<file path="src/rtl/credit_rx_pkg.sv">
// rtl/credit_rx_pkg.sv - shared types and width helper for the credit receiver
// Contents:
//   state_t     : INIT (advertising initial credits) / RUN (steady state)
//   cnt_width() : bits needed to hold 0..depth inclusive
package credit_rx_pkg;

  typedef enum logic [0:0] {
    ST_INIT = 1'b0,
    ST_RUN  = 1'b1
  } state_t;

  function automatic int cnt_width(input int depth);
    return $clog2(depth + 1);
  endfunction

endpackage

</file>
<file path="src/rtl/credit_rx_store.sv">
// rtl/credit_rx_store.sv - DEPTH x W circular word store with head output
// Ports:
//   clk, rst       : clock, synchronous active-low reset
//   push, wdata    : write wdata at the tail (caller guarantees room)
//   pop            : drop the head entry (caller guarantees non-empty)
//   rdata          : head entry, zero while empty
//   count          : number of stored words, 0..DEPTH
//   full, empty    : count==DEPTH / count==0
module credit_rx_store
  import credit_rx_pkg::*;
#(
  parameter int DEPTH = 4,
  parameter int W     = 32
) (
  input  logic                         clk,
  input  logic                         rst,
  input  logic                         push,
  input  logic [W-1:0]                 wdata,
  input  logic                         pop,
  output logic [W-1:0]                 rdata,
  output logic [cnt_width(DEPTH)-1:0]  count,
  output logic                         full,
  output logic                         empty
);

  localparam int CW = cnt_width(DEPTH);
  localparam int PW = $clog2(DEPTH);

  logic [W-1:0]  mem [DEPTH];
  logic [PW-1:0] head;
  logic [PW-1:0] tail;

  // Explicit wrap so non-power-of-two depths work.
  function automatic logic [PW-1:0] next_ptr(input logic [PW-1:0] p);
    return (p == PW'(DEPTH - 1)) ? '0 : p + 1'b1;
  endfunction

  always_ff @(posedge clk) begin
    if (push) mem[tail] <= wdata;
  end

  always_ff @(posedge clk) begin
    if (!rst) begin
      head  <= '0;
      tail  <= '0;
      count <= '0;
    end else begin
      if (push) tail <= next_ptr(tail);
      if (pop)  head <= next_ptr(head);
      if (push && !pop)      count <= count + 1'b1;
      else if (pop && !push) count <= count - 1'b1;
    end
  end

  assign full  = (count == CW'(DEPTH));
  assign empty = (count == '0);
  assign rdata = empty ? '0 : mem[head];

endmodule

</file>
<file path="src/rtl/credit_rx.sv">
// rtl/credit_rx.sv - credit-flow link receiver: buffer, credit return, overflow flag
// Ports:
//   clk, rst          : clock, synchronous active-low reset
//   in, in_vld        : arriving word, pushed unconditionally when in_vld
//   credit_ret_r      : one-cycle pulse per credit granted to the transmitter
//   out_r, out_vld_r  : head word and buffer non-empty
//   out_accept        : consumer takes head when out_vld_r
//   overflow_r        : sticky, a push arrived with no free entry
module credit_rx
  import credit_rx_pkg::*;
#(
  parameter int DEPTH = 4,
  parameter int W     = 32
) (
  input  logic         clk,
  input  logic         rst,
  input  logic [W-1:0] in,
  input  logic         in_vld,
  output logic         credit_ret_r,
  output logic [W-1:0] out_r,
  output logic         out_vld_r,
  input  logic         out_accept,
  output logic         overflow_r
);

  localparam int CW = cnt_width(DEPTH);

  logic [CW-1:0] count;
  logic          full;
  logic          empty;
  logic          pop;
  logic          push_ok;
  state_t        state;
  logic [CW-1:0] init_cnt;
  logic [CW-1:0] pending;

  assign out_vld_r = !empty;
  assign pop       = out_vld_r & out_accept;
  // A full store still takes a word when the head leaves in the same cycle.
  assign push_ok   = in_vld & ((count < CW'(DEPTH)) | pop);

  credit_rx_store #(.DEPTH(DEPTH), .W(W)) u_store (
    .clk   (clk),
    .rst   (rst),
    .push  (push_ok),
    .wdata (in),
    .pop   (pop),
    .rdata (out_r),
    .count (count),
    .full  (full),
    .empty (empty)
  );

  always_ff @(posedge clk) begin
    if (!rst) begin
      state        <= ST_INIT;
      init_cnt     <= '0;
      pending      <= '0;
      credit_ret_r <= 1'b0;
      overflow_r   <= 1'b0;
    end else begin
      if (in_vld && full && !pop) overflow_r <= 1'b1;

      if (state == ST_INIT) begin
        // The pulse line is busy with init credits; park pop credits.
        credit_ret_r <= 1'b1;
        if (pop) pending <= pending + 1'b1;
        if (init_cnt == CW'(DEPTH - 1)) state <= ST_RUN;
        else                            init_cnt <= init_cnt + 1'b1;
      end else begin
        // One pulse per cycle: a fresh pop replaces the one being drained,
        // so pending only shrinks when no pop arrives.
        credit_ret_r <= pop || (pending != '0);
        if (pending != '0 && !pop) pending <= pending - 1'b1;
      end
    end
  end

endmodule
</file>
<file path="config.mk">
export PLATFORM = sky130hd
export DESIGN_NAME = credit_rx
export DESIGN_NICKNAME = d
export VERILOG_FILES = /design/src/rtl/credit_rx_pkg.sv /design/src/rtl/credit_rx_store.sv /design/src/rtl/credit_rx.sv
export SDC_FILE = /design/constraint.sdc
export NUM_CORES = 1
export LEC_CHECK = 0
export ABC_AREA = 0
export CAP_MARGIN = 10
export CELL_PAD_IN_SITES_DETAIL_PLACEMENT = 0
export CELL_PAD_IN_SITES_GLOBAL_PLACEMENT = 1
export CORE_ASPECT_RATIO = 1.25
export CORE_MARGIN = 8
export CORE_UTILIZATION = 50
export DETAILED_ROUTE_END_ITERATION = 16
export GPL_ROUTABILITY_DRIVEN = 0
export PLACE_DENSITY_LB_ADDON = 0.2
export SLEW_MARGIN = 15
export SYNTH_ARGS = -nofsm -noshare
export SYNTH_HDL_FRONTEND = slang
export SYNTH_SLANG_ARGS = --single-unit
</file>
<file path="constraint.sdc">
create_clock -name clk -period 4.5 [get_ports clk]
set_clock_uncertainty 0.15 [all_clocks]
set_input_delay 0.45 -clock clk [delete_from_list [all_inputs] [get_ports clk]]
set_output_delay 0.45 -clock clk [all_outputs]
set_load 0.01 [all_outputs]
</file>
# After elaboration in Yosys (flattened, before gate mapping)
# Memory sizes are Yosys's and may differ from the RTL's. A register that Yosys moved wholly into a read port is not among the register bits.
# Index checks and enable logic that the tools add are counted.
# totals
ff_bits	16
latch_bits	0
ramBits	128
romBits	0
in_bits	36
output_inout_bits	35
elab_cells	57
memories	1
# op_classes
addsub	7
n_mul	0
div	0
n_lt_le_gt_ge	1
n_eq_ne	5
shifts	0
muxes	15
bitwise	5
reduce_logical	15
# mem_list
memory	words	word_bits	read_ports	rd_ports_with_merged_regs	write_ports	line_no	source
u_store.mem	4	32	1	1	1	credit_rx_store.sv:29	logic [W-1:0] mem [DEPTH];
# op_table
operator	count
32-bit 2-to-1 mux	1
3-bit 2-to-1 mux	5
3-bit by 1-bit adder with 3-bit output, second input constant	3
2-bit 2-to-1 mux	4
3-bit by 1-bit subtractor with 3-bit output, second input constant	2
1-bit logical AND	5
1-bit 2-to-1 mux	5
2-bit by 1-bit adder with 2-bit output, second input constant	2
2-bit equality test, second input constant	2
2-bit AND reduction	2
2-bit nonzero test	2
3-bit by 2-bit equality test with 1-bit output, second input constant	1
3-bit equality test, second input constant	1
1-bit zero test	3
3-bit zero test	1
3-bit less-than comparator, second input constant	1
3-bit nonzero test	1
1-bit bitwise AND	2
2-bit by 1-bit inequality test with 1-bit output, second input constant	1
1-bit NOT	2
1-bit logical OR	1
1-bit OR	1

# Depth between registers and ports, before layout
# Gate-level depths: netlist of run 1.
# logic_depth
depth_word	9
mapped_depth	8
ltp_nobuf	8

# Hierarchy
# From an unflattened synthesis of run 1, not the netlist that was laid out.
# unflattened
cells_unflattened	299
area_unflattened_um2	5754.3
# modules_own_cells
module	instances	cells_each	area_each_um2	seq_area_each_um2
credit_rx_store	1	246	5293.8	4023.9
credit_rx	1	53	460.4	180.2

# Least setup slack after synthesis of run 1
# No wires, ideal clock.
# synth_timing
kind	register -> register
from	reg u_store.count[0]
to	reg u_store.count[2]
setup_ns	0.070
t_arrival_ns	2.051
required_time_ns	4.280
slack_ns	2.230
stages_incl_launch_ff	8
path_buffers	0
synth_period_minus_slack_ns	2.270
cell_sequence	dfxtp_1 > o31ai_4 > ha_1 > inv_1 > fa_1 > xor2_1 > or3_1 > a21oi_1
# synth_between
elab_chain_len	8
elab_cells_between_ends	15
cone_classes	add/sub: 2; order compare: 1; mux: 2; bitwise: 3; reduce/logical: 7
# synth_lines
element	line_no	source
start, declared	credit_rx_store.sv:21	output logic [cnt_width(DEPTH)-1:0] count,
start signal, assigned	credit_rx_store.sv:50	if (push && !pop) count <= count + 1'b1;
start signal, assigned	credit_rx_store.sv:51	else if (pop && !push) count <= count - 1'b1;
parallel branches: the longest is 8 deep, another holds 3-bit less-than comparator	--	
# Parallel ways; which one is timed is not known. The select of a mux whose other input is x is not followed.
# A chain may end at the register's enable or synchronous reset.

==> results.md, run 1 <==
* Most used flip-flop cell after synthesis: edfxtp_1
* Worst setup path class: reg -> out
* Relative max-transition margin at 0.394
* Nets in the synthesized netlist at 346
* Number of flops mapped to enable cells by yosys at 128
* Mean Syn Cell Area at 19.1 µm²
* Net switching power at 0.00119 W
* Worst Setup End Kind: primary output
* Detailed placement HPWL at 6.33 mm
* Height of the die at 136 µm
* Total routing resource utilization after global routing at 0.149
* Total setup violations reported at the end of the flow at 0
* Worst stage delay on the critical path at 0.62 ns
* Clock buffer depth at 2
* Cell at the slowest stage of the critical path: dfxtp_2
* Cells after Synth at 300
* Shortest period the worst path allows at 3.19 ns
* Endpoint required time on the critical path at 3.90 ns
* Effective utilization at floorplan at 0.515
* First-pass GRT wire length at 17.1 mm
* Largest net degree at the start of global routing at 33
* IO Pins at 71
* Detailed-route wire length at 10.5 mm
* Floorplan core area at 0.0111 mm²
* Share of the yosys chip area belonging to registers at 0.733
* Number of antenna repair diodes at 0
* Number of gates resized after CTS at 0
* Average wire per cell in the routed design at 19.9 µm
* Final number of hold-violating endpoints at 0
* First-pass iteration count of the detailed router at 4
* Kind of start point of the critical path: flip-flop
* Total number of vias at 2906
* Layout fillers at 756
* Synth Warn # at 0
* Unrepaired setup endpoints after global routing: false
* Proportion of layout cells with a drive suffix above 1 at 0.195
* Highest Clock Rate at 0.314 GHz
* Sequential cell fraction of total power at 0.391
* Vias in the first global route at 3193
* Combined area of all synthesized cells at 0.00573 mm²
* CTS tree: done
* Post-CTS setup repair buffer count at 0
* Path category of the worst min-delay check: reg -> reg
* Total gr overflow at 0
* Peak ir drop on the vdd network at 0.348 mV
* DR vias/cell at 5.49
* Synth top area cells: edfxtp_1 67%, mux4_2 13%, dfxtp_1 6.3%
* Synth top area share at 0.670
* Power Internal at 0.00321 W
* Insertion delay of the later-clocked pin in the worst-skew pair at 0.40 ns
* Top-count cell post-synth: edfxtp_1
* Antenna Nets Post-Route at 0
* Worst-Margin Slew at 0.909 ns
* Crit Path Max Fanout at 14
* Buf+Inv Stages, Crit Path at 2
* Number of buffers added by the clock tree synthesis step at 17
* Count of distinct cell types in the synthesized netlist at 32
* Fraction of the cycle the final worst path needs at 0.709
* Die width at 112 µm
* Number of flip-flops and latches in the synthesized netlist at 146
* Total number of H-tree levels at 4
* Commonest cells in the synthesized netlist: 128 x edfxtp_1, 33 x nor2b_1, 32 x mux4_2
* Ys async rst share at 0
* Critical path data arrival time at 2.59 ns
* Port Buf Inserts at 70
* Number of pins exceeding their max-slew limit in the final report at 0
* Yosys top cell by area: edfxtp_1
* Number of max-cap violations at 0
* Number of buffers added to fix hold violations after cts at 0
* DRC violation count after routing at 0
* Kind of cell with the highest combined delay on the critical path: buffers and inverters
* Sink Count at 146
* Ordered list of cells on the worst path: buf_4 -> mux4_2 -> nor2b_1 -> clkdlybuf4s50_1
* Post-synthesis to final-layout area growth at 26.0%
* Number of antenna violations at the first check in global routing at 0
* Clock slew at the register clock pins of the worst setup and hold paths at 0.06 ns
* Run status: finished, final reports clean
* Starting DRC count in detailed routing at 94
* Setup tns final at 0 ns
* Clk pwr share at 0.335
* Post-route cell area at 0.00722 mm²
* Comb pwr share at 0.273
* Switching power as a share of total power at 0.271
* Reported leakage power at 2.43 nW
* Instance area after placement at 0.00659 mm²
* Final #Nets at 427
* Clock tree root driver cell: clkbuf_16
* Row count at 43
* Power Dens Cells at 610 mW/mm²
* Total Die Area at 0.0152 mm²
-- final timing paths --
check	from	endpoint	slack [ns]	cells after the start
max	flip-flop	out_r[26]	1.31	4
min	overflow_r$_SDFFE_PN0P_	overflow_r$_SDFFE_PN0P_	0.32	2
max reg2reg	u_store.count[0]$_SDFFE_PN0P_	u_store.count[2]$_SDFFE_PN0P_	2.02	7
min reg2reg	overflow_r$_SDFFE_PN0P_	overflow_r$_SDFFE_PN0P_	0.32	2
-- area by class of cell --
cell class,count,area [µm²],share of cell area
flip-flops and latches,146,4210,0.582
multi-input cells,132,1450,0.200
repair buffers,74,731,0.101
clock buffers,17,425,0.0589
clock inverters,15,208,0.0288
well taps,135,169,0.0234
inverters,10,37.5,0.00520
-- flip-flops by register name (all words and copies together) (netlist names), named ones only --
register / flops
credit_ret_r: 1
init_cnt: 3
overflow_r: 1
pending: 3
state: 1
u_store.count: 3
u_store.head: 2
u_store.mem: 128
u_store.tail: 2
-- per-layer routing --
| layer | global-route usage | wire (µm) | vias to the layer above |
|---|---|---|---|
| li1 | - | - | 1339 |
| met1 | 0.170 | 4390 | 1481 |
| met2 | 0.256 | 5540 | 76 |
| met3 | 0.0535 | 520 | 10 |
| met4 | 0.0526 | 85 | 0 |
| met5 | 0 | 0 | - |
-- power by group through the flow --
stage	combinational, W	clock, W	sequential, W
detailed placement	0.00123	0	0.00176
floorplan	0.000706	0	0.00169
global route	0.00131	0.00156	0.00175
global placement	0.00122	0	0.00175
finish	0.00120	0.00148	0.00173
CTS	0.00124	0.00150	0.00173
-- stage by stage --
step                worst slack, ns  cells  utilization  total power (W)  hold WS, ns
floorplan                      2.23    300            -          0.00240        0.307
global placement               1.66    497        0.592          0.00297        0.317
detailed placement             1.66    497        0.592          0.00299        0.315
CTS                            1.21    529        0.649          0.00447        0.331
global route                   1.14    529        0.649          0.00462        0.350
finish                         1.31    529        0.649          0.00441        0.325
-- cell families after synthesis --
family                   count (synthesis)  share of synthesized area
AO/OA/AOI/OAI                           16                     0.0199
buffers and inverters                   22                     0.0164
multiplexers                            39                      0.138
XOR/XNOR                                 3                    0.00458
flip-flops                             146                      0.733
adder cells (fa/ha/maj)                 10                     0.0244
AND/OR/NAND/NOR                         64                     0.0637
-- worst reg2reg max path, stage by stage, from the launching register on --
cell     delay (ns)
dfxtp_1        0.40
o31ai_4        0.57
ha_1           0.29
inv_1          0.06
fa_1           0.37
xor2_1         0.15
or3_1          0.30
a21oi_1        0.13
-- cells in the final DEF, fill, tap and decap left out, types with 7 or more instances in the layout --
cell type and n:
dfxtp_1 16, mux4_2 32, inv_1 10, edfxtp_1 128, clkbuf_16 17, nor2_1 11
clkdlybuf4s50_1 70, ha_1 8, mux2i_1 7, nor2b_1 33
Power figures use the tool's default switching activity.
==> run 2, diff against run 1 <==
Settings changed: CORE_UTILIZATION 50 to 47.
Clock period 4.5 ns to 3.2 ns, I/O delays scaled along.
==> results.md, run 2 (synthesis results as in run 1) <==
* Run status: finished, final reports clean
* Effective utilization at floorplan at 0.476 (-0.0390)
* Fraction of the cycle the final worst path needs at 0.893
* Vias in the first global route at 3150 (-1.3%)
* Power Dens Cells at 821 mW/mm² (+34%)
* Insertion delay of the later-clocked pin in the worst-skew pair at 0.40 ns (about the same)
* Total Die Area at 0.0160 mm² (+5.5%)
* Core Util, Final at 0.599 (-0.0493)
* Total number of H-tree levels at 4 (unchanged)
* Critical path data arrival time at 2.39 ns (-0.20 ns)
* Number of antenna repair diodes at 0 (unchanged)
* First-pass GRT wire length at 16.4 mm (-4.3%)
* Total setup violations reported at the end of the flow at 0 (unchanged)
* Highest Clock Rate at 0.350 GHz
* Antenna Nets Post-Route at 0 (unchanged)
* Post-synthesis to final-layout area growth at 25.9% (about the same)
* Proportion of layout cells with a drive suffix above 1 at 0.190 (-0.00496)
* Floorplan core area at 0.0120 mm² (+8.2%)
* Final #Nets at 433 (+1.4%)
* Average wire per cell in the routed design at 18.4 µm (-7.4%)
* Worst flop-to-flop path startpoint: u_store.count[0]$_SDFFE_PN0P_
* Clock buffer depth at 2 (unchanged)
* Starting DRC count in detailed routing at 124 (+32%)
* Row count at 45 (+4.7%)
* Relative max-transition margin at 0.632 (+0.238)
* Number of buffers added to fix hold violations after cts at 0 (unchanged)
* Commonest non-fill, non-tap cells in the layout: 128 x edfxtp_1, 70 x clkdlybuf4s50_1, 33 x nor2b_1
* Sink Count at 146 (unchanged)
* Total number of vias at 2962 (+1.9%)
* Register name with the most flops: u_store.mem
* Number of pins exceeding their max-slew limit in the final report at 0 (unchanged)
* Number of buffers added by the clock tree synthesis step at 17 (unchanged)
* Post-CTS setup repair buffer count at 0 (unchanged)
* Ordered list of cells on the worst path: buf_4 -> mux4_2 -> nor2b_1 -> clkdlybuf4s50_1
* Number of max-cap violations at 0 (unchanged)
* Worst-Margin Slew at 0.552 ns (-0.357 ns)
* DRC violation count after routing at 0 (unchanged)
* Clock tree root driver cell: clkbuf_16
* Path depth of the worst reg2reg path at 7 (unchanged)
* Largest register FFs at 128 (unchanged)
* Detailed placement HPWL at 6.50 mm (+2.7%)
* Die width at 115 µm (+2.7%)
* Number of antenna violations at the first check in global routing at 0 (unchanged)
* Worst stage delay on the critical path at 0.56 ns (-0.06 ns)
* Multi-input gate area in the final layout at 0.00145 mm² (unchanged)
* Hold path startpoint: init_cnt[1]$_SDFFE_PN0P_
* Largest net degree at the start of global routing at 34 (+3.0%)
* Peak ir drop on the vdd network at 0.595 mV (+71%)
* Number of instances on the worst hold path at 2 (unchanged)
* Total gr overflow at 0 (unchanged)
* Reported leakage power at 2.42 nW (-0.42%)
* Cell at the slowest stage of the critical path: mux4_2
* Layout fillers at 933 (+23%)
* First-pass iteration count of the detailed router at 4 (unchanged)
* Path category of the worst min-delay check: reg -> reg
* Total routing resource utilization after global routing at 0.137 (-0.0125)
* Detailed-route wire length at 10.4 mm (-1.4%)
* Most frequent standard cell in the layout excluding fill and tap cells: edfxtp_1
* Number of gates resized after CTS at 0 (unchanged)
* Area occupied by registers at 0.00421 mm² (unchanged)
* Height of the die at 139 µm (+2.8%)
* IO Pins at 71 (unchanged)
* Instance area after placement at 0.00667 mm² (+1.2%)
* Shortest period the worst path allows at 2.86 ns
* DR vias/cell at 5.26 (-4.2%)
* Kind of start point of the critical path: flip-flop
* Unrepaired setup endpoints after global routing: false
* Endpoint required time on the critical path at 2.73 ns (-1.17 ns)
* Clock slew at the register clock pins of the worst setup and hold paths at 0.05 ns (about the same)
* CTS tree: done
* Worst Setup End Kind: primary output
* Port Buf Inserts at 70 (unchanged)
* Worst setup path class: reg -> out
* Post-route cell area at 0.00722 mm² (about the same)
* Crit Path Max Fanout at 15 (+1)
* Setup tns final at 0 ns (unchanged)
* Final number of hold-violating endpoints at 0 (unchanged)
run 2: changes by cell type in the layout (fill, tap and decap cells not counted), sizes merged:
cell | before | now
clkbuf | 17 | 18
bufinv | 4 | 2
clkinv | 5 | 8
buf | 4 | 10
inv | 13 | 10
run 2: critical path: cells and delay by family, from the launching register on:
| kind | cells | cell delay, ns |
|---|---|---|
| buffers and inverters | 2 | 0.84 |
| muxes | 1 | 0.56 |
| DFF | 1 | 0.43 |
| and+or+nand+nor | 1 | 0.15 |
run 2: per-layer routing:
metal / vias up / share of wire / track usage
li1: 1349 / - / -
met2: 80 / 0.50 / 0.226
met1: 1520 / 0.42 / 0.161
met4: 0 / 0.013 / 0.0534
met5: - / 0 / 0
met3: 13 / 0.059 / 0.0446
run 2: layout make-up:
type | instances | area share
inverter | 10 | 0.00520
tap | 164 | 0.0284
multi-input combinational | 132 | 0.200
timing repair buffer | 80 | 0.107
clock buffer | 18 | 0.0594
sequential | 146 | 0.583
clock inverter | 13 | 0.0166
run 2: worst paths after layout:
path / slack [ns] / end
worst max-delay path: 0.34 / out_r[11]
worst min-delay path: 0.33 / init_cnt[1]$_SDFFE_PN0P_
worst max register to register: 0.75 / u_store.count[2]$_SDFFE_PN0P_
worst min register to register: 0.33 / init_cnt[1]$_SDFFE_PN0P_
run 2: stage by stage:
step | total power [W] | setup slack, ns | hold slack (ns) | std cells
finish | 0.00593 | 0.343 | 0.334 | 563
global route | 0.00620 | 0.213 | 0.362 | 563
CTS | 0.00601 | 0.272 | 0.337 | 563
detailed placement | 0.00419 | 0.638 | 0.328 | 532
global placement | 0.00418 | 0.703 | 0.320 | 532
floorplan | 0.00337 | 0.930 | 0.269 | 300
run 2: power breakdown:
part           total, W  switching, W  internal [W]
combinational   0.00172      0.000779      0.000938
sequential      0.00239      0.000125       0.00227
clock           0.00182      0.000691       0.00112
total           0.00593       0.00160       0.00433
==> RTL change 1: new RTL, flow settings as in run 2 <==
`DEPTH` is set to 4 in 2 places; all go to 2.
--- a/src/rtl/credit_rx_store.sv
+++ b/src/rtl/credit_rx_store.sv
@@ -11,3 +11,3 @@
 #(
-  parameter int DEPTH = 4,
+  parameter int DEPTH = 2,
   parameter int W     = 32
--- a/src/rtl/credit_rx.sv
+++ b/src/rtl/credit_rx.sv
@@ -11,3 +11,3 @@
 #(
-  parameter int DEPTH = 4,
+  parameter int DEPTH = 2,
   parameter int W     = 32
Formal check against the unedited RTL: not equivalent (a bounded check fails within 4 cycles, from zero or initial values and one cycle with rst low).
==> RTL change 1 against run 2 <==
Sequential cell count shrank 70; via count down 43%; sequential power fell by 46%; setup slack improved by 0.49 ns; design area down 45%; synthesized area down 48%; critical path depth unchanged; routed wire length down 48%; total power fell by 45%; utilization up 5.2 points; clock power down 55%; maximum frequency is 21% higher.
==> RTL change 1: results (changes against run 2) <==
status finished clean (unchanged); Biggest register u_store.mem (unchanged); ys async rst share 0% (unchanged); Total Wirelength 5.41 mm (was 10.4 mm); CP delay by family, top buffers and inverters (unchanged); worst hold path class reg -> reg (unchanged); clock insertion delay at the later pin of the skew report 0.33 ns (was 0.40 ns); WP data arrival 1.89 ns (was 2.39 ns); first-pass GRT wire length 8.67 mm (was 16.4 mm); clock slew at reported path FFs 0.07 ns (was 0.05 ns); Detailed Place HPWL 3.72 mm (was 6.50 mm); placed cell areas 3760 µm² (was 6670 µm²); Area contributors post-synth edfxtp_1 (65%), mux2i_1 (11%), dfxtp_1 (8.1%) (was edfxtp_1 (67%), mux4_2 (13%), dfxtp_1 (6.3%)); number of flops mapped to enable cells by yosys 64 (was 128); CTS buffer count 9 (was 17); Largest register FFs 64 (was 128); Fillers 473 (was 933); slowest CP cell dfxtp_2 (was mux4_2); Leak Pwr 0.00138 µW (was 0.00242 µW); share of cells above drive strength 1 8.46% (was 19.0%); main combinational cell family by area after synthesis multiplexers (unchanged); DR pass1 iterations 4 (unchanged); CTS root buffer clkbuf_8 (was clkbuf_16); largest net degree at the start of global routing 33 (was 34); headroom to the max-slew limit 49.3% (was 63.2%); fin nets 305 (was 433); total number of vias 1686 (was 2962); Ant. Diodes 0 (unchanged); post-synthesis compound-gate area fraction 3.89% (was 1.99%); multiplexer share of the synthesized area 10.8% (was 13.8%); Post-synth top cells edfxtp_1 (64), nor2_1 (34), mux2i_1 (32) (was edfxtp_1 (128), nor2b_1 (33), mux4_2 (32)); Worst VDD drop 0.000586 V (was 0.000595 V); Adder-Cell Fraction of Synth Area 0.845% (was 2.44%); Synth Net Count 230 (was 346); htree depth 3 (was 4); PostCTS Resize Cnt 0 (unchanged); Pint 2340 µW (was 4330 µW); Max FO, Critical Path 22 (was 15); Netlist cell types 31 (was 32); Port Buffers 70 (unchanged); Total GRT Usage 12.4% (was 13.7%); max-cap violations 0 (unchanged); initial DRC count 89 (was 124); ys flop type edfxtp_1 (unchanged); Post-Synth XOR/XNOR Area 1.48% (was 0.458%); post-synthesis sequential area ratio 73.0% (was 73.3%); vias in the first global route 1791 (was 3150); initial antenna violation count 0 (unchanged); CTS max path bufs 2 (unchanged)
==> RTL change 1: cell count changes after synthesis, sizes merged, moves of 3 or more <==
cell / change
edfxtp: -64
mux4: -32
nor2b: -32
mux2i: +25
nor2: +23
dfxtp: -6
ha: -6
inv: -6
a21oi: -5
and2: +5
a21boi: +3
clkbuf: -3
==> RTL change 1: path summary, 6_finish.rpt <==
kind                     from                to  slack, ns  depth (start not counted)
min                overflow_r        overflow_r       0.32                          1
max reg2reg  u_store.count[1]  u_store.count[1]       1.37                          5
min reg2reg        overflow_r        overflow_r       0.32                          1
max                 flip-flop         out_r[20]       0.84                          4
==> RTL change 1: stage by stage <==
step / instances / util (%) / setup slack [ns]
2_1_floorplan: 192 / - / 1.32
3_3_place_gp: 341 / 61.4 / 0.919
3_5_place_dp: 341 / 61.4 / 0.856
4_1_cts: 357 / 65.1 / 0.782
5_1_grt: 357 / 65.1 / 0.670
6_report: 357 / 65.1 / 0.835
==> RTL change 1: area by class of cell <==
cell class              instances  share of cell area [%]
flip-flops and latches         76                    54.2
repair buffers                 74                    18.6
multi-input cells             102                    18.3
clock buffers                  10                    3.20
well taps                      85                    2.67
clock inverters                 6                    2.57
inverters                       4                   0.376
==> RTL change 1: routing by layer <==
metal  track usage, %  vias to the layer above  part of all wire (%)
met5                0                        -                     0
met4             5.19                        0                  0.50
met3             4.78                        2                   7.1
met2             21.3                       54                    52
met1             13.2                      786                    40
li1                 -                      844                     -
==> RTL change 1: power by group through the flow <==
stage	clock, µW	sequential, µW	combinational (µW)
final	827	1300	1150
after global routing	886	1320	1250
after CTS	848	1310	1180
after detailed placement	0	1330	1170
after global placement	0	1320	1160
after floorplan	0	1280	653
==> RTL change 2: new RTL, settings of run 2 <==
Without the edit above. Register the output `credit_ret_r` once more, cleared by the reset; this adds one clock of latency there. The other outputs are not delayed to match. Comments in the files are not updated.
--- a/src/rtl/credit_rx.sv
+++ b/src/rtl/credit_rx.sv
@@ -26,2 +26,4 @@
   localparam int CW = cnt_width(DEPTH);
+
+  logic credit_ret_r_s0;
 
@@ -58,3 +60,3 @@
       pending      <= '0;
-      credit_ret_r <= 1'b0;
+      credit_ret_r_s0 <= 1'b0;
       overflow_r   <= 1'b0;
@@ -65,3 +67,3 @@
         // The pulse line is busy with init credits; park pop credits.
-        credit_ret_r <= 1'b1;
+        credit_ret_r_s0 <= 1'b1;
         if (pop) pending <= pending + 1'b1;
@@ -72,3 +74,3 @@
         // so pending only shrinks when no pop arrives.
-        credit_ret_r <= pop || (pending != '0);
+        credit_ret_r_s0 <= pop || (pending != '0);
         if (pending != '0 && !pop) pending <= pending - 1'b1;
@@ -78,2 +80,10 @@
 
+  always_ff @(posedge clk) begin
+    if (!rst) begin
+      credit_ret_r <= '0;
+    end else begin
+      credit_ret_r <= credit_ret_r_s0;
+    end
+  end
+
 endmodule
Check against the original RTL: not equivalent (Yosys sat finds a counterexample within 4 cycles, from zero or initial values and one cycle with rst low).
==> RTL change 2 against run 2 <==
Synthesized area grew 0.46%; setup slack gained 0.028 ns; sequential cell count grew 1; total power grew 0.62%; design area grew 0.99%; routed wire length is essentially flat; non-clock buffer count is the same; critical endpoint is now out_r[19]; largest cell class unchanged; highest routed layer is now met5.
==> RTL change 2: results (changes against run 2) <==
status finished clean (unchanged); Port Buffers 70 (unchanged); Post-CTS Setup Repair Bufs 0 (unchanged); CP delay by family, top buffers and inverters (unchanged); Largest register FFs 128 (unchanged); initial antenna violation count 1 (was 0); Area contributors post-synth edfxtp_1 (67%), mux4_2 (13%), dfxtp_1 (6.6%) (was edfxtp_1 (67%), mux4_2 (13%), dfxtp_1 (6.3%)); htree depth 4 (unchanged); Via density 5.11 (was 5.26); Post-synth top cells edfxtp_1 (128), nor2b_1 (33), mux4_2 (32) (unchanged); first-pass GRT wire length 16.3 mm (was 16.4 mm); DR pass1 iterations 4 (unchanged); Detailed Place HPWL 6.61 mm (was 6.50 mm); Leak Pwr 0.00245 µW (was 0.00242 µW); Netlist cell types 33 (was 32); largest net degree at the start of global routing 34 (unchanged); synth warn 0 (unchanged); post-synthesis sequential area ratio 73.3% (about the same); Worst-Margin Slew 0.541 ns (was 0.552 ns); slowest stage delay, CP 0.52 ns (was 0.56 ns); Total GRT Usage 13.7% (about the same); WP data arrival 2.36 ns (was 2.39 ns); clock insertion delay at the later pin of the skew report between 0.4 and 0.5 ns; Fillers 898 (was 933); Ant. Diodes 0 (unchanged); worst hold path class reg -> reg (unchanged); number of flops mapped to enable cells by yosys 128 (unchanged); routed len/inst 18.4 µm (about the same); share of cells above drive strength 1 19.9% (was 19.0%); Worst VDD drop 0.000546 V (was 0.000595 V); initial DRC count 102 (was 124); PostCTS Resize Cnt 0 (unchanged); slowest CP cell dfxtp_2 (was mux4_2); Max FO, Critical Path 20 (was 15); fin nets 435 (was 433); CTS root buffer clkbuf_16 (unchanged); Synth Net Count 348 (was 346); worst slack, placed 0.616 ns (was 0.638 ns); vias in the first global route 3134 (was 3150); CTS buffer count 17 (unchanged)
[RTL change 2: stage by stage]
| stage | cell area [µm²] | instances |
|---|---|---|
| 2_1_floorplan | 5760 | 302 |
| 3_3_place_gp | 6740 | 534 |
| 3_5_place_dp | 6740 | 534 |
| 4_1_cts | 7290 | 566 |
| 5_1_grt | 7290 | 566 |
| 6_report | 7290 | 566 |
[RTL change 2: final cells by class]
type,count,share of cell area [%]
Sequential cell,147,58.0
Tap cell,164,2.81
Clock inverter,10,1.13
Clock buffer,22,6.50
Multi-Input combinational cell,133,19.9
Inverter,10,0.515
Timing Repair Buffer,80,11.2
[RTL change 2: path summary, 6_finish.rpt]
kind,from,endpoint,slack [ns],depth (start not counted)
setup / recovery,flip-flop,out_r[19],0.37,4
hold / removal,credit_ret_r_s0,credit_ret_r,0.29,1
setup reg to reg,u_store.count[0],u_store.count[2],0.69,7
hold reg to reg,credit_ret_r_s0,credit_ret_r,0.29,1
[RTL change 2: cell families (layout without fill, tap and decap cells)]
| family | Yosys count | in the layout | share of synthesized area, % |
|---|---|---|---|
| XOR/XNOR | 3 | 3 | 0.456 |
| multiplexers | 39 | 39 | 13.7 |
| adder cells (fa/ha/maj) | 10 | 10 | 2.43 |
| buffers and inverters | 22 | 122 | 1.63 |
| AND/OR/NAND/NOR | 65 | 65 | 6.45 |
| flip-flops | 147 | 147 | 73.3 |
| AO/OA/AOI/OAI | 16 | 16 | 1.98 |
[RTL change 2: power breakdown]
group	internal (µW)	switching (µW)
sequential	2280	126
combinational	954	793
clock	1120	687
[RTL change 2: routing by layer]
layer / wire, µm / global-route usage (%)
met1: 4120 / 15.1
met2: 5450 / 22.8
met3: 691 / 5.67
met4: 123 / 5.62
met5: 11 / 0
[RTL change 2: worst reg2reg max path, delay by kind of cell, from the launching register on]
family / cells / cell delay, ns
AOI/OAI and AO/OA: 2 / 0.70
DFF: 1 / 0.39
xor gates and xnor gates: 1 / 0.16
buffers and inverters: 1 / 0.06
and+or+nand+nor: 1 / 0.31
adders and majority gates: 2 / 0.67
